==> src/rtl/comp_layer_ctrl_if.sv <==
// Handshake bundle for the comp-layer sequencer: serial score stream in, class result out.
// The slave modport is the controller's view; master is the upstream/downstream side.
interface comp_layer_ctrl_if #(
    parameter int DATA_LEN = 16
) ();
    logic                s_valid;
    logic                s_ready;
    logic [DATA_LEN-1:0] s_data;
    logic                m_valid;
    logic                m_ready;
    logic [3:0]          m_class;
    logic                m_err;

    modport master (
        output s_valid, s_data, m_ready,
        input  s_ready, m_valid, m_class, m_err
    );

    modport slave (
        input  s_valid, s_data, m_ready,
        output s_ready, m_valid, m_class, m_err
    );
endinterface

==> src/rtl/comp_layer_ctrl.sv <==
// Sequencer for the 12-input argmax comparator tree: packs a serial score frame, drives the
// tree load window for its pipeline depth, then presents the winning class under valid/ready.
module comp_layer_ctrl #(
    parameter int DATA_LEN = 16,
    parameter int N_CLASS  = 12,
    parameter int TREE_LAT = 4,
    parameter int CNT_W    = 16
) (
    input  logic                         clk,
    input  logic                         rst_n,
    input  logic                         flush,
    comp_layer_ctrl_if.slave             bus,
    output logic                         comp_load,
    output logic [N_CLASS*DATA_LEN-1:0]  comp_d,
    input  logic [3:0]                   comp_q,
    output logic                         busy,
    output logic [CNT_W-1:0]             frame_cnt
);
    localparam int IDX_W = $clog2(N_CLASS);
    localparam int RUN_W = (TREE_LAT > 1) ? $clog2(TREE_LAT) : 1;

    typedef enum logic [1:0] {
        S_FILL,
        S_RUN,
        S_CAPT,
        S_OUT
    } state_t;

    state_t                        state_q, state_d;
    logic [IDX_W-1:0]              wr_idx_q, wr_idx_d;
    logic [RUN_W-1:0]              run_cnt_q, run_cnt_d;
    logic [N_CLASS*DATA_LEN-1:0]   comp_d_q;
    logic                          m_valid_q, m_valid_d;
    logic [3:0]                    m_class_q, m_class_d;
    logic                          m_err_q, m_err_d;
    logic [CNT_W-1:0]              frame_cnt_q, frame_cnt_d;
    logic                          wr_en;
    logic                          s_ready;

    // NOTE: every variable written here gets a default first, so no path can infer a latch.
    always_comb begin
        state_d     = state_q;
        wr_idx_d    = wr_idx_q;
        run_cnt_d   = run_cnt_q;
        m_valid_d   = m_valid_q;
        m_class_d   = m_class_q;
        m_err_d     = m_err_q;
        frame_cnt_d = frame_cnt_q;
        wr_en       = 1'b0;
        s_ready     = (state_q == S_FILL);
        comp_load   = (state_q == S_RUN);

        unique case (state_q)
            S_FILL: begin
                if (bus.s_valid) begin
                    wr_en = 1'b1;
                    if (wr_idx_q == IDX_W'(N_CLASS - 1)) begin
                        state_d   = S_RUN;
                        wr_idx_d  = '0;
                        run_cnt_d = '0;
                    end else begin
                        wr_idx_d = wr_idx_q + IDX_W'(1);
                    end
                end
            end
            S_RUN: begin
                if (run_cnt_q == RUN_W'(TREE_LAT - 1)) begin
                    state_d = S_CAPT;
                end else begin
                    run_cnt_d = run_cnt_q + RUN_W'(1);
                end
            end
            S_CAPT: begin
                m_class_d = comp_q;
                m_err_d   = (comp_q == 4'd0) || (comp_q > 4'(N_CLASS));
                m_valid_d = 1'b1;
                state_d   = S_OUT;
            end
            S_OUT: begin
                if (bus.m_ready) begin
                    m_valid_d   = 1'b0;
                    frame_cnt_d = frame_cnt_q + CNT_W'(1);
                    state_d     = S_FILL;
                end
            end
            default: state_d = S_FILL;
        endcase

        // Flush overrides everything, including a beat or a result handshake in the same cycle.
        if (flush) begin
            state_d     = S_FILL;
            wr_idx_d    = '0;
            run_cnt_d   = '0;
            m_valid_d   = 1'b0;
            m_class_d   = m_class_q;
            m_err_d     = m_err_q;
            frame_cnt_d = frame_cnt_q;
            wr_en       = 1'b0;
        end
    end

    // NOTE: sequential state uses non-blocking assignments only, so all registers update together.
    always_ff @(posedge clk or negedge rst_n) begin
        if (!rst_n) begin
            state_q     <= S_FILL;
            wr_idx_q    <= '0;
            run_cnt_q   <= '0;
            m_valid_q   <= 1'b0;
            m_class_q   <= '0;
            m_err_q     <= 1'b0;
            frame_cnt_q <= '0;
        end else begin
            state_q     <= state_d;
            wr_idx_q    <= wr_idx_d;
            run_cnt_q   <= run_cnt_d;
            m_valid_q   <= m_valid_d;
            m_class_q   <= m_class_d;
            m_err_q     <= m_err_d;
            frame_cnt_q <= frame_cnt_d;
        end
    end

    // NOTE: the score buffer is reset so the tree never sees X; flush deliberately leaves it alone.
    always_ff @(posedge clk or negedge rst_n) begin
        if (!rst_n) begin
            comp_d_q <= '0;
        end else if (wr_en) begin
            comp_d_q[int'(wr_idx_q)*DATA_LEN +: DATA_LEN] <= bus.s_data;
        end
    end

    assign bus.s_ready = s_ready;
    assign bus.m_valid = m_valid_q;
    assign bus.m_class = m_class_q;
    assign bus.m_err   = m_err_q;
    assign comp_d      = comp_d_q;
    assign frame_cnt   = frame_cnt_q;
    assign busy        = (state_q != S_FILL) || (wr_idx_q != '0);
endmodule

==> src/flat_wrapper.sv <==
// flat-port wrapper written by rule: the top's interface ports become plain ports
module comp_layer_ctrl_flat 
#(
    parameter int DATA_LEN = 16,
    parameter int N_CLASS  = 12,
    parameter int TREE_LAT = 4,
    parameter int CNT_W    = 16
)
  (clk, rst_n, flush, comp_load, comp_d, comp_q, busy, frame_cnt, bus_s_valid, bus_s_data, bus_m_ready, bus_s_ready, bus_m_valid, bus_m_class, bus_m_err);
  comp_layer_ctrl_if #(.DATA_LEN(DATA_LEN)) bus_i ();
  input  logic clk;
  input  logic rst_n;
  input  logic flush;
  output logic comp_load;
  output logic [N_CLASS*DATA_LEN-1:0] comp_d;
  input  logic [3:0] comp_q;
  output logic busy;
  output logic [CNT_W-1:0] frame_cnt;
  input wire logic [$bits(bus_i.s_valid)-1:0] bus_s_valid;
  input wire logic [$bits(bus_i.s_data)-1:0] bus_s_data;
  input wire logic [$bits(bus_i.m_ready)-1:0] bus_m_ready;
  output wire logic [$bits(bus_i.s_ready)-1:0] bus_s_ready;
  output wire logic [$bits(bus_i.m_valid)-1:0] bus_m_valid;
  output wire logic [$bits(bus_i.m_class)-1:0] bus_m_class;
  output wire logic [$bits(bus_i.m_err)-1:0] bus_m_err;
  assign bus_i.s_valid = bus_s_valid;
  assign bus_i.s_data = bus_s_data;
  assign bus_i.m_ready = bus_m_ready;
  assign bus_s_ready = bus_i.s_ready;
  assign bus_m_valid = bus_i.m_valid;
  assign bus_m_class = bus_i.m_class;
  assign bus_m_err = bus_i.m_err;
  comp_layer_ctrl #(.DATA_LEN(DATA_LEN), .N_CLASS(N_CLASS), .TREE_LAT(TREE_LAT), .CNT_W(CNT_W)) u_core (.clk(clk), .rst_n(rst_n), .flush(flush), .bus(bus_i), .comp_load(comp_load), .comp_d(comp_d), .comp_q(comp_q), .busy(busy), .frame_cnt(frame_cnt));
endmodule
==> config.mk <==
export PLATFORM = sky130hd
export DESIGN_NAME = comp_layer_ctrl_flat
export DESIGN_NICKNAME = d
export VERILOG_FILES = /design/src/rtl/comp_layer_ctrl_if.sv /design/src/rtl/comp_layer_ctrl.sv /design/src/flat_wrapper.sv
export SDC_FILE = /design/constraint.sdc
export NUM_CORES = 1
export LEC_CHECK = 0
export CAP_MARGIN = 20
export CORE_MARGIN = 2
export CORE_UTILIZATION = 53
export DETAILED_ROUTE_END_ITERATION = 8
export HOLD_SLACK_MARGIN = 0.15
export PLACE_DENSITY = 0.85
export SYNTH_ARGS = -nofsm -noshare
export SYNTH_HDL_FRONTEND = slang
export SYNTH_SLANG_ARGS = --single-unit
==> constraint.sdc <==
create_clock -name clk -period 7.8 [get_ports clk]
set_input_delay 0.78 -clock clk [delete_from_list [all_inputs] [get_ports clk]]
set_output_delay 0.78 -clock clk [all_outputs]
set_load 0.01 [all_outputs]
Word-level counts from Yosys, hierarchy flattened
Index checks and enable logic that the tools add are counted.
{"block": "totals", "register_bits": 222, "latch_bits": 0, "ramBits": 0, "romBits": 0, "out_inout_bits": 217, "n_memories": 0}
{"block": "classes", "add_sub_neg": 4, "n_mul": 0, "div_mod_pow": 0, "magnitude_cmp": 1, "eq_ne": 10, "n_shift": 2, "mux": 22, "bitwise": 1, "n_reduce_logical": 16}
{"operator": "$bwmux W192", "count": 1}
{"operator": "$shift A16 B33 Y192 const A", "count": 1}
{"operator": "$shiftx A16 B33 Y192", "count": 1}
{"operator": "$neg A8 Y33", "count": 1}
{"operator": "$mux W2", "count": 9}
{"operator": "$add A16 B1 Y16 const B", "count": 1}
{"operator": "$mux W4", "count": 4}
{"operator": "$ne A3 B3 Y1 const B", "count": 3}
{"operator": "$pmux W2 S4", "count": 1}
{"operator": "$reduce_and A4 Y1", "count": 2}
{"operator": "$eq A2 B2 Y1 const B", "count": 3}
{"operator": "$ne A3 B2 Y1 const B", "count": 2}
{"operator": "$reduce_and A2 Y1", "count": 3}
{"operator": "$reduce_bool A2 Y1", "count": 3}
{"operator": "$reduce_bool A3 Y1", "count": 2}
{"operator": "$mux W1", "count": 5}
{"operator": "$add A4 B1 Y4 const B", "count": 1}
{"operator": "$eq A4 B4 Y1 const B", "count": 1}
{"operator": "$gt A4 B4 Y1 const B", "count": 1}
{"operator": "$logic_not A4 Y1", "count": 1}
{"operator": "$pmux W2 S2", "count": 1}
{"operator": "$reduce_bool A4 Y1", "count": 1}
{"operator": "$reduce_and A3 Y1", "count": 1}
{"operator": "$add A2 B1 Y2 const B", "count": 1}
{"operator": "other kinds (5)", "count": 6}

Logic depth before layout (Yosys ltp)
Gate-level depths: netlist (run 1).
{"block": "depth", "ltp_word": 5, "ltp_mapped": 11}

Least setup slack after synthesis (run 1)
OpenSTA, ideal clock, no wires.
{"block": "synth_timing", "kind": "register -> register", "start": "reg u_core.wr_idx_q[0]", "end": "reg u_core.comp_d_q[169], in the netlist u_core.comp_d[169]", "setup_ns": 0.125, "t_arrival_ns": 2.718, "required_time_ns": 7.675, "slack_ns": 4.958, "stages_incl_launch_ff": 11, "path_buffers": 4, "period_less_slack_ns": 2.842, "path_cell_list": "dfrtp_1 clkbuf_1 buf_1 inv_1 ha_1 nand2b_4 a2111o_1 nor2b_1 buf_4 buf_6 mux2_2"}
{"block": "synth_between", "elab_chain_cells": 3, "elab_cells_between_ends": 4, "cone_classes": "add/sub: 1; shift: 2; mux: 1"}
{"element": "start: declaration", "line": "comp_layer_ctrl.sv:30", "rtl": "logic [IDX_W-1:0] wr_idx_q, wr_idx_d;"}
{"element": "start signal: assignment", "line": "comp_layer_ctrl.sv:114", "rtl": "wr_idx_q <= wr_idx_d;"}
{"element": "$neg A8 Y33 *", "line": "comp_layer_ctrl.sv:128", "rtl": "comp_d_q[int'(wr_idx_q)*DATA_LEN +: DATA_LEN] <= bus.s_data;"}
{"element": "$shiftx A16 B33 Y192 / $shift A16 B33 Y192 (equally long branches)", "line": "comp_layer_ctrl.sv:128"}
{"element": "$bwmux W192 *", "line": "comp_layer_ctrl.sv:128"}
{"element": "end signal: indexed assignment", "line": "comp_layer_ctrl.sv:128"}
{"element": "end: declaration", "line": "comp_layer_ctrl.sv:32", "rtl": "logic [N_CLASS*DATA_LEN-1:0] comp_d_q;"}
Every way passes the cells marked *; elsewhere a longest branch is shown, timed or not.
A chain may end at the register's enable or synchronous reset.

Worst setup path after layout (run 1)
{"block": "layout_timing", "start": "reg u_core.wr_idx_q[0]", "end": "reg u_core.comp_d_q[175], in the netlist u_core.comp_d[175]"}
The elaborated chain is that of the path after synthesis.

==> impl_metrics.env, run 1 <==
export IMPL_reg2reg_depth=7
export IMPL_peakVddDrop_v=0.0002012
export IMPL_post_cts_buffers=0
export IMPL_final_common_cell="clkdlybuf4s50_1"
export IMPL_power_leakage_nw=6.291
export IMPL_setup_viol=0
export IMPL_cts_sinks=222
export IMPL_num_vias=6879
export IMPL_port_buffers=241
export IMPL_synth_area_um2=9567
export IMPL_antenna_left=0
export IMPL_hold_class="primary input to async pin"
export IMPL_grt_setup_unrepaired="no"
export IMPL_root_buffer="clkbuf_16"
export IMPL_postCtsHoldBufs=0
export IMPL_die_y_um=138.4
export IMPL_synthFlopType="dfrtp_1"
export IMPL_cp_arrival_ns=4.41
export IMPL_slowest_delay_ns=0.85
export IMPL_path_depth=7
export IMPL_finalClockSkew_ns=0.02372
export IMPL_path_clk_slew_ns=0.06
export IMPL_drc_errors=0
export IMPL_fin_util_pct=72.45
export IMPL_die_area_um2=19140
export IMPL_worstSetupPathType="flip-flop to flip-flop"
export IMPL_crit_path_frequent_cell="inv_1"
export IMPL_start_kind="flip-flop"
export IMPL_worst_path_buf_inv=3
export IMPL_wirelength_um=25770
export IMPL_io_pin_count=242
export IMPL_drive_above_1_share_pct=22.36
export IMPL_antenna_found_initial=1
export IMPL_period_share_pct=51.52
export IMPL_htree_levels=1
export IMPL_ys_async_sr_fraction_pct=100.0
export IMPL_routabilityCongestion=0.8806
export IMPL_die_w_um=138.4
export IMPL_start_util_pct=53.62
export IMPL_cts_tree="yes"
export IMPL_synth_edf_count=0
export IMPL_cp_end_kind="flip-flop"
export IMPL_period_minus_slack_ns=4.019
export IMPL_required_ns=8.19
export IMPL_placed_cell_area_um2=12100
export IMPL_mostFrequentLayoutCells="clkdlybuf4s50_1, dfrtp_1, mux2_2"
export IMPL_area_delta_synth_final_pct=35.12
export IMPL_pre_cts_slack_ns=3.404
export IMPL_hold_viol=0
export IMPL_whs_ns=0.4067
export IMPL_slew_headroom_pct=27.76
export IMPL_yosys_area_top_type_share_pct=58.07
export IMPL_cp_max_fo=39
export IMPL_grt_use_total_pct=26.20
export IMPL_insertion_delay_ns=0.51
export IMPL_outcome="completed"
export IMPL_critical_path_slowest_cell="nor2b_2"
export IMPL_syn_inst=725
export IMPL_drt_first_pass_iters=4
export IMPL_cap_violations=0
export IMPL_ys_types=51
export IMPL_syn_avg_cell_area_um2=13.20
export IMPL_viasPerCell=5.713
export IMPL_grt_max_degree=142
export IMPL_worst_slack_ns=3.781
export IMPL_cts_buffers=23
export IMPL_fin_area_um2=12930
export IMPL_synthesis_nets=762
export IMPL_overflow=0
export IMPL_netlist_top_cells_area="dfrtp_1, mux2_2, and3_1, mux2i_1, ha_1"
export IMPL_num_rows=49
export IMPL_wire_per_inst_um=21.40
export IMPL_setup_tns_ns=0
export IMPL_dp_hpwl_um=17060
export IMPL_drt_iter0_drc=381
export IMPL_clock_path_buffers=3
export IMPL_grt_pass1_vias=6917
export IMPL_yosysTopAreaCell="dfrtp_1"
export IMPL_synth_seq_cells=222
export IMPL_worstMarginPinSlew_ns=1.080
export IMPL_antenna_cells=0
export IMPL_power_density_nw_per_um2=229.1
export IMPL_ys_seq_area_share_pct=58.07
export IMPL_core_um2=17840
export IMPL_yosys_warnings=0
export IMPL_path_cells="buf_16, inv_1, ha_1, inv_1, a2111o_1, nor2b_2, mux2_2"
export IMPL_cp_top_family="simple AND/OR/NAND/NOR gates"
export IMPL_drv_slew=0
export IMPL_grt_pass1_wl_um=39720
export IMPL_cts_resized_gates=0
export IMPL_max_freq_mhz=248.8
export IMPL_nets=997
layout make-up:
cell class              count  area, µm²
fillers                  1195       4915
clock buffers              37      708.2
well taps                 229      286.5
repair buffers            248       2517
flip-flops and latches    222       5555
clock inverters             3      43.79
multi-input cells         440       3721
inverters                  25      93.84
worst register-to-register path, cell delays in order, from the launching register on:
cell	delay, ns
dfrtp_1	0.49
buf_16	0.22
inv_1	0.07
ha_1	0.68
inv_1	0.40
a2111o_1	0.76
nor2b_2	0.86
mux2_2	0.43
sequential cells by signal, summed over array words and instances, names as in the netlist:
signal and count:
u_core.wr_idx_q 4, u_core.bus.m_err 1, u_core.state_q 2, u_core.comp_d 192, u_core.bus.m_class 4, u_core.run_cnt_q 2
u_core.bus.m_valid 1, u_core.frame_cnt 16
final timing paths:
kind	from	to	slack, ns
min reg2reg	u_core.frame_cnt[15]$_DFFE_PN0P_	u_core.frame_cnt[15]$_DFFE_PN0P_	0.47
max	u_core.wr_idx_q[0]$_DFFE_PN0P_	u_core.comp_d[175]$_DFFE_PN0P_	3.78
min in group clk	u_core.frame_cnt[15]$_DFFE_PN0P_	u_core.frame_cnt[15]$_DFFE_PN0P_	0.47
min	rst_n	u_core.comp_d[158]$_DFFE_PN0P_	0.41
max in group asynchronous	rst_n	u_core.comp_d[153]$_DFFE_PN0P_	6.16
max reg2reg	u_core.wr_idx_q[0]$_DFFE_PN0P_	u_core.comp_d[175]$_DFFE_PN0P_	3.78
synth_stat cells (2+ instances only):
cell	count
a21o_1	8
a21oi_1	4
a31oi_1	2
and2_1	15
and3_1	50
and4_1	7
and4b_1	2
buf_2	9
buf_4	5
buf_6	4
clkbuf_1	18
dfrtp_1	222
ha_1	12
inv_1	25
mux2_2	161
mux2i_1	16
nand2_1	29
nand2_2	3
nand2b_1	9
nand3_1	21
nand4_1	5
nor2_1	13
nor2b_1	6
nor3_1	5
nor4_1	5
o211ai_2	2
o21ai_0	16
o31ai_1	12
or4_1	2
xnor2_1	10
xor2_1	7
stage by stage:
| step | cells | power, mW |
|---|---|---|
| 2_1_floorplan | 725 | 1.589 |
| 3_3_place_gp | 1160 | 1.849 |
| 3_5_place_dp | 1160 | 1.869 |
| 4_1_cts | 1200 | 2.954 |
| 5_1_grt | 1204 | 3.075 |
| 6_report | 1204 | 2.961 |
logic make-up (layout without fill, tap and decap cells):
family | after synthesis | count (layout) | synth area share (%)
fa+ha+maj | 12 | 12 | 1.569
mux | 179 | 179 | 20.90
compound gates | 54 | 54 | 4.107
buf+inv | 63 | 313 | 3.113
flops | 222 | 222 | 58.07
xor+xnor | 17 | 17 | 1.556
simple gates | 178 | 178 | 10.69
power by group:
group / leakage (nW) / internal, mW / total [mW] / switching (mW)
logic: 2.93 / 0.277 / 0.598 / 0.321
registers: 2.99 / 1.23 / 1.28 / 0.0518
clock network: 0.371 / 0.651 / 1.08 / 0.433
per-layer routing:
metal	vias up	GRT usage [%]	share of wire [%]
met4	0	7.626	2.7
met5	-	0	0
met3	59	8.140	9.2
li1	3021	-	-
met2	315	41.40	47
met1	3484	35.34	41
(Power assumes the default switching activity.)
==> run 2, diff against run 1 <==
--- a/config.mk
+++ b/config.mk
@@ -7,10 +7,10 @@
 export LEC_CHECK = 0
 export CAP_MARGIN = 20
 export CORE_MARGIN = 2
-export CORE_UTILIZATION = 53
+export CORE_UTILIZATION = 45
 export DETAILED_ROUTE_END_ITERATION = 8
 export HOLD_SLACK_MARGIN = 0.15
-export PLACE_DENSITY = 0.85
+export PLACE_DENSITY = 0.77
 export SYNTH_ARGS = -nofsm -noshare
 export SYNTH_HDL_FRONTEND = slang
 export SYNTH_SLANG_ARGS = --single-unit
==> constraint.sdc (replaced) <==
create_clock -name clk -period 3.3 [get_ports clk]
set_input_delay 0.33 -clock clk [delete_from_list [all_inputs] [get_ports clk]]
set_output_delay 0.33 -clock clk [all_outputs]
set_load 0.01 [all_outputs]
==> impl_metrics.env, run 2 (synthesis results as in run 1) <==
export IMPL_overflow=0
export IMPL_placed_cell_area_um2=12290
export IMPL_die_area_um2=22440
export IMPL_clock_path_buffers=3
export IMPL_cts_sinks=222
export IMPL_insertion_delay_ns=0.52
export IMPL_dp_hpwl_um=17600
export IMPL_crit_start="u_core.wr_idx_q[1]$_DFFE_PN0P_"
export IMPL_final_common_cell="clkdlybuf4s50_1"
export IMPL_cts_buffers=24
export IMPL_die_y_um=149.8
export IMPL_core_um2=20960
export IMPL_worst_slack_ns=0.4368
export IMPL_io_pin_count=242
export IMPL_cp_end_kind="output pin"
export IMPL_finalClockSkew_ns=0.01763
export IMPL_drive_above_1_share_pct=23.59
export IMPL_whs_ns=0.4664
export IMPL_drt_iter0_drc=342
export IMPL_postCtsHoldBufs=1
export IMPL_hold_class="flip-flop to flip-flop"
export IMPL_start_kind="flip-flop"
export IMPL_drc_errors=0
export IMPL_slew_headroom_pct=29.40
export IMPL_pre_cts_slack_ns=0.5987
export IMPL_outcome="completed"
export IMPL_worstSetupPathType="flip-flop to output pin"
export IMPL_peakVddDrop_v=0.0003596
export IMPL_num_rows=53
export IMPL_min_from="u_core.frame_cnt[15]$_DFFE_PN0P_"
export IMPL_cap_violations=0
export IMPL_power_density_nw_per_um2=547.9
export IMPL_cts_resized_gates=0
export IMPL_path_cells="inv_1, ha_1, nor3b_1, nand2_1, clkdlybuf4s50_1"
export IMPL_routabilityCongestion=0.8268
export IMPL_power_leakage_nw=6.379
export IMPL_post_cts_buffers=0
export IMPL_mostFrequentLayoutCells="clkdlybuf4s50_1, dfrtp_1, mux2_2"
export IMPL_antenna_found_initial=0
export IMPL_slowest_delay_ns=0.52
export IMPL_setup_viol=0
export IMPL_antenna_left=0
export IMPL_required_ns=2.97
export IMPL_drv_slew=0
export IMPL_cts_tree="yes"
export IMPL_grt_pass1_vias=6795
export IMPL_grt_max_degree=120
export IMPL_drt_first_pass_iters=4
export IMPL_period_minus_slack_ns=2.863
export IMPL_wirelength_um=26050
export IMPL_grt_pass1_wl_um=39990
export IMPL_wire_per_inst_um=20.53
export IMPL_start_util_pct=45.65
export IMPL_fin_util_pct=62.64
export IMPL_r2r_start="u_core.wr_idx_q[1]$_DFFE_PN0P_"
export IMPL_htree_levels=1
export IMPL_root_buffer="clkbuf_16"
export IMPL_period_share_pct=86.76
export IMPL_viasPerCell=5.258
export IMPL_setup_tns_ns=0
export IMPL_area_delta_synth_final_pct=37.21
export IMPL_hold_viol=0
export IMPL_fin_area_um2=13130
export IMPL_nets=1012
export IMPL_critical_path_slowest_cell="dfrtp_1"
export IMPL_largest_reg_flops=192
export IMPL_grt_setup_unrepaired="no"
export IMPL_port_buffers=241
export IMPL_path_clk_slew_ns=0.06
export IMPL_num_vias=6673
export IMPL_cp_max_fo=9
export IMPL_cp_arrival_ns=2.53
export IMPL_worstMarginPinSlew_ns=1.056
export IMPL_max_freq_mhz=349.3
export IMPL_die_w_um=149.8
export IMPL_grt_use_total_pct=23.14
## run 2: changes by cell type in the layout (fill, tap and decap cells not counted), sizes merged
| cell | delta |
|---|---|
| bufinv | +2 |
| buf | +14 |
| diode | +2 |
| dlygate4sd3 | +1 |
| clkinv | +5 |
| clkbuf | -4 |
| inv | -1 |
## run 2: layer usage
layer	up-vias	GRT usage, %	wire length, µm
li1	3060	-	-
met1	3355	31.23	11460
met2	217	36.94	11900
met3	41	6.585	2025
met4	0	6.038	668
met5	-	0	0
## run 2: final timing paths
check                                              endpoint  slack [ns]  depth (start not counted)
hold reg to reg            u_core.frame_cnt[15]$_DFFE_PN0P_        0.47                          1
min in group asynchronous    u_core.comp_d[115]$_DFFE_PN0P_        0.50                          2
max in group asynchronous     u_core.comp_d[67]$_DFFE_PN0P_        1.91                          3
setup / recovery                                       busy        0.44                          5
setup reg to reg              u_core.comp_d[43]$_DFFE_PN0P_        0.58                          7
hold / removal             u_core.frame_cnt[15]$_DFFE_PN0P_        0.47                          1
## run 2: metrics by stage
step	power, mW	std cells
floorplan	3.756	725
global placement	4.454	1223
detailed placement	4.481	1223
CTS	7.259	1267
global route	7.533	1267
finish	7.191	1269
## run 2: power breakdown
part	switching [mW]	internal (mW)
registers	0.121	2.90
logic	0.755	0.655
clock network	1.07	1.69
total	1.95	5.24
## run 2: final cells by class
type	count	area [µm²]
Tap cell	275	344.1
Antenna cell	2	5.005
Sequential cell	222	5555
Fill cell	1670	7829
Clock buffer	34	688.2
Multi-Input combinational cell	440	3719
Inverter	25	93.84
Clock inverter	9	131.4
Timing Repair Buffer	262	2590
## run 2: critical path, delay by kind of cell, from the launching register on
family	cells	cell delay, ns
buf+inv	2	0.63
simple gates	2	0.60
flops	1	0.52
fa+ha+maj	1	0.29
==> run 3, diff against run 2 <==
--- a/config.mk
+++ b/config.mk
@@ -5,7 +5,6 @@
 export SDC_FILE = /design/constraint.sdc
 export NUM_CORES = 1
 export LEC_CHECK = 0
-export CAP_MARGIN = 20
 export CORE_MARGIN = 2
 export CORE_UTILIZATION = 45
 export DETAILED_ROUTE_END_ITERATION = 8
==> results of run 3 <==
Same layout as run 2: the final DEF is identical, and so are final timing and power.
